===== src/rtl/gpio_banked.sv =====
// Banked GPIO: per-pin direction, atomic set/clear/toggle of the output register,
// input synchroniser and edge-triggered interrupts with write-1-to-clear status.
module gpio_banked #(
  parameter int WIDTH       = 16,
  parameter int SYNC_STAGES = 2
) (
  input  logic             clk_i,
  input  logic             rst_i,
  input  logic             write_i,
  input  logic [3:0]       data_be_i,
  input  logic [5:0]       addr_i,
  input  logic [31:0]      wdata_i,
  output logic [31:0]      rdata_o,
  input  logic [WIDTH-1:0] input_i,
  output logic [WIDTH-1:0] output_o,
  output logic [WIDTH-1:0] oe_o,
  output logic             irq_o
);

  localparam logic [3:0] W_IDR  = 4'h0;
  localparam logic [3:0] W_ODR  = 4'h1;
  localparam logic [3:0] W_DIR  = 4'h2;
  localparam logic [3:0] W_OSET = 4'h3;
  localparam logic [3:0] W_OCLR = 4'h4;
  localparam logic [3:0] W_OTGL = 4'h5;
  localparam logic [3:0] W_IER  = 4'h6;
  localparam logic [3:0] W_RISE = 4'h7;
  localparam logic [3:0] W_FALL = 4'h8;
  localparam logic [3:0] W_ISR  = 4'h9;

  logic [3:0]       word;
  logic [31:0]      be_mask;
  logic [WIDTH-1:0] wmask;
  logic [WIDTH-1:0] wdm;
  logic [WIDTH-1:0] odr, dir, ier, rise_en, fall_en, isr;
  logic [WIDTH-1:0] sync_q [SYNC_STAGES];
  logic [WIDTH-1:0] idr, idr_d;
  logic [WIDTH-1:0] evt, w1c;
  logic [WIDTH-1:0] rd_w;
  logic [31:0]      rd_full;
  logic             unused_bits;

  assign word    = addr_i[5:2];
  assign be_mask = {{8{data_be_i[3]}}, {8{data_be_i[2]}}, {8{data_be_i[1]}}, {8{data_be_i[0]}}};
  assign wmask   = be_mask[WIDTH-1:0];
  // Disabled lanes behave as all-zero data for the set/clear/toggle/W1C words.
  assign wdm     = wdata_i[WIDTH-1:0] & wmask;
  assign unused_bits = ^{addr_i[1:0], wdata_i, be_mask};

  assign idr = sync_q[SYNC_STAGES-1];
  assign evt = (idr & ~idr_d & rise_en) | (~idr & idr_d & fall_en);
  assign w1c = (write_i && word == W_ISR) ? wdm : '0;

  always_ff @(posedge clk_i or posedge rst_i) begin
    if (rst_i) begin
      for (int i = 0; i < SYNC_STAGES; i++) sync_q[i] <= '0;
      idr_d <= '0;
    end else begin
      sync_q[0] <= input_i;
      for (int i = 1; i < SYNC_STAGES; i++) sync_q[i] <= sync_q[i-1];
      idr_d <= idr;
    end
  end

  always_ff @(posedge clk_i or posedge rst_i) begin
    if (rst_i) begin
      odr     <= '0;
      dir     <= '0;
      ier     <= '0;
      rise_en <= '0;
      fall_en <= '0;
    end else if (write_i) begin
      case (word)
        W_ODR:   odr     <= (odr & ~wmask) | wdm;
        W_OSET:  odr     <= odr | wdm;
        W_OCLR:  odr     <= odr & ~wdm;
        W_OTGL:  odr     <= odr ^ wdm;
        W_DIR:   dir     <= (dir & ~wmask) | wdm;
        W_IER:   ier     <= (ier & ~wmask) | wdm;
        W_RISE:  rise_en <= (rise_en & ~wmask) | wdm;
        W_FALL:  fall_en <= (fall_en & ~wmask) | wdm;
        default: ;
      endcase
    end
  end

  // A new event in the same cycle as a clear keeps the status bit set.
  always_ff @(posedge clk_i or posedge rst_i) begin
    if (rst_i) isr <= '0;
    else       isr <= (isr & ~w1c) | evt;
  end

  always_comb begin
    rd_w = '0;
    case (word)
      W_IDR:   rd_w = idr;
      W_ODR:   rd_w = odr;
      W_DIR:   rd_w = dir;
      W_IER:   rd_w = ier;
      W_RISE:  rd_w = rise_en;
      W_FALL:  rd_w = fall_en;
      W_ISR:   rd_w = isr;
      default: rd_w = '0;
    endcase
    rd_full = '0;
    rd_full[WIDTH-1:0] = rd_w;
  end

  assign rdata_o  = rd_full & be_mask;
  assign output_o = odr;
  assign oe_o     = dir;
  assign irq_o    = |(isr & ier);

endmodule


===== config.mk =====
export PLATFORM = sky130hd
export DESIGN_NAME = gpio_banked
export DESIGN_NICKNAME = d
export VERILOG_FILES = /design/src/rtl/gpio_banked.sv
export SDC_FILE = /design/constraint.sdc
export NUM_CORES = 1
export LEC_CHECK = 0
export ABC_AREA = 1
export BUFFER_PORTS_ARGS = -buffer_cell sky130_fd_sc_hd__buf_4
export CAP_MARGIN = 20
export CORE_MARGIN = 8
export CORE_UTILIZATION = 30
export DETAILED_ROUTE_END_ITERATION = 7
export GPL_ROUTABILITY_DRIVEN = 0
export GPL_TIMING_DRIVEN = 0
export PLACE_DENSITY = 0.53
export SLEW_MARGIN = 20
export SYNTH_ARGS = -nofsm -noshare
export SYNTH_HDL_FRONTEND = slang
export SYNTH_SLANG_ARGS = --single-unit

===== constraint.sdc =====
create_clock -name clk_i -period 6.5 [get_ports clk_i]
set_input_delay 0.325 -clock clk_i [delete_from_list [all_inputs] [get_ports clk_i]]
set_output_delay 0.325 -clock clk_i [all_outputs]
set_load 0.005 [all_outputs]

==> impl_results.md <==
- Initial cell density of the core: 30.4%
- Comb power frac: 18.4%
- Critical Path AT: 2150 ps
- Total grt overflow: 0
- Worst path required time: 6170 ps
- Min Tclk post-route: 2480 ps
- CTS Buffer Depth: 2
- Leakage: 4.60 nW
- Worst setup EP type: primary output
- Peak supply drop: 0.159 mV
- Syn Area/Cell: 7.88 µm²
- Clock slew at reported path FFs: 60 ps
- Area taken by multi-input logic gates: 3210 µm²
- Reg area: 3600 µm²
- DR pass1 iterations: 5
- Critical Path Fanout Max: 10
- Worst Setup Path Type: input pin to primary output
- DR WL/cell: 18.3 µm
- Least-Margin Pin Slew: 922 ps
- Final WL: 25.8 mm
- Distinct cells, synth: 24
- CTS H-Tree Depth: 4
- Vias in the first global route: 6446
- Post-Layout Cell Count: 1409
- PostCTS Resize Cnt: 0
- Worst Setup Start Kind: input pin
- Drt first-iter violations: 681
- DR vias/cell: 4.87
- Cts-stage hold buffer count: 17
- Share of layout cells above drive strength 1: 17.2%
- FILL cells: 2487
- Skew final: 8.34 ps
- Via count: 6863
- Floorplan core area: 24200 µm²
- Design area: 9260 µm²
- Sequential Power Share: 44.4%
- Worst-Skew Late Latency: 420 ps
- Pwr/cell area: 282 nW/µm²
- TritonCTS Buffers: 17
- Die Wd: 172 µm
- Slew headroom: 38.5%
- P&R area growth vs syn: 26.0%
- CTS tree: built
- Register area share after synthesis: 49.0%
- Final setup margin: 4020 ps
- DP HPWL: 18.6 mm
- Total track usage: 17.8%
- Largest net degree at the start of global routing: 78
- DRC viols: 0
- Setup TNS: 0 ps
- Die Y: 172 µm
- Sw frac: 30.7%
- Area post-placement: 8500 µm²
- Yosys reg bits: 144
- Int Power: 1.81 mW
- Routed Antenna Nets: 0
- Max_cap viols: 0
- Site Rows: 57
- First-pass GRT wire length: 39.3 mm
- Clock power frac: 37.3%
- Post-CTS Setup Inserts: 0
- Status: finished, final reports clean
- I/O Pins: 126
- Die area: 29800 µm²
- Final nets: 1149
- Tcrit/Tclk final: 38.1%
- Dpl cells: 1360
- Slew Limit Fails: 0
- Final hold vios: 0
- Diodes inserted: 0
- Unrepaired setup endpoints after global routing: no
- Synth warn: 0
- Syn Inst Count: 932
- Psw: 801 µW
- Max Freq: 404 MHz
- Syn Std Cell Area: 7350 µm²
- Final Setup Violations: 0
- CTS root buf: clkbuf_16
- PortBufs: 88
- Initial antenna violation count: 0
- Pre-CTS setup slack: 4070 ps
- Sink Count: 144
- WHS: 216 ps
- Hold Path Class: input pin to register
worst max-delay path: stages:
cell and delay (ps):
buf_4 140, nor2_2 210, clkbuf_1 720, nand3_1 260, nand2_1 130, nor2_1 50
a21oi_1 160, buf_4 140
cell type report:
cell class | instances | share of cell area, %
clock buffers | 19 | 4.79
multi-input cells | 675 | 34.7
repair buffers | 106 | 9.27
flip-flops and latches | 144 | 38.9
plain buffers | 62 | 3.66
clock inverters | 13 | 1.50
inverters | 66 | 2.76
well taps | 324 | 4.38
worst paths after layout:
path,startpoint,end,slack (ps),cells after the start
min reg2reg,sync_q[24],idr[8],340,0
min,wdata_i[1],register,220,3
max in group asynchronous,rst_i,async pin,5280,4
min in group asynchronous,rst_i,idr[8],480,3
max,addr_i[4],rdata_o[12],4020,8
max reg2reg,output_o[8],output_o[8],5260,6
Yosys cell counts, drive strengths merged:
library cell / n / area, µm²
and3: 1 / 6.26
inv: 66 / 248
nand4: 4 / 25.0
nor2: 102 / 400
ha: 16 / 200
conb: 1 / 3.75
nand2: 232 / 873
clkbuf: 13 / 48.8
dfrtp: 144 / 3600
o211ai: 16 / 120
nand3: 160 / 846
buf: 49 / 290
nand3b: 16 / 120
a21oi: 31 / 155
and2: 1 / 6.26
o21ai: 80 / 400
metrics by stage:
step | power, mW | util, %
floorplan | 1.41 | -
global placement | 1.63 | 35.0
detailed placement | 1.65 | 35.2
CTS | 2.63 | 38.3
global route | 2.76 | 38.3
finish | 2.61 | 38.3
power groups by stage:
stage	Sequential, mW	Combinational, mW	Clock (mW)
5_1_grt	1.18	0.547	1.03
2_1_floorplan	1.13	0.276	0
6_report	1.16	0.479	0.973
3_3_place_gp	1.17	0.462	0
4_1_cts	1.16	0.483	0.994
3_5_place_dp	1.17	0.474	0
logic make-up after synthesis:
| group | count (synthesis) | synth area share [%] |
|---|---|---|
| buffers and inverters | 128 | 7.99 |
| other | 1 | 0.0510 |
| adders and majority gates | 16 | 2.72 |
| AOI/OAI and AO/OA | 127 | 9.20 |
| DFF | 144 | 49.0 |
| and+or+nand+nor | 516 | 31.0 |
layer usage:
layer | share of wire (%) | global-route usage (%) | vias up
met4 | 1.6 | 5.17 | 0
met3 | 6.9 | 3.40 | 27
met5 | 0 | 0 | -
met1 | 45 | 24.7 | 3258
li1 | - | - | 3322
met2 | 46 | 27.6 | 256
cell usage in the layout, fill, tap and decap left out, types with 2 or more instances in the layout:
master	synthesis	layout
clkinvlp_4	0	5
nor2_1	99	99
bufinv_16	0	2
o21ai_1	43	43
inv_2	7	7
a21oi_1	31	31
nand3b_1	16	16
dfrtp_1	144	144
dlygate4sd3_1	0	17
buf_2	31	31
clkinv_2	0	3
o21ai_0	37	37
conb_1	1	16
nor2_4	2	2
clkbuf_1	13	14
nand4_1	4	4
ha_1	16	16
nand2_1	231	231
clkbuf_16	0	17
nand3_1	154	154
clkinv_4	0	2
o211ai_1	16	16
inv_1	59	58
nand3_2	4	4
nand3_4	2	2
buf_4	18	106
Note: power is estimated with default switching activity, not from simulation.
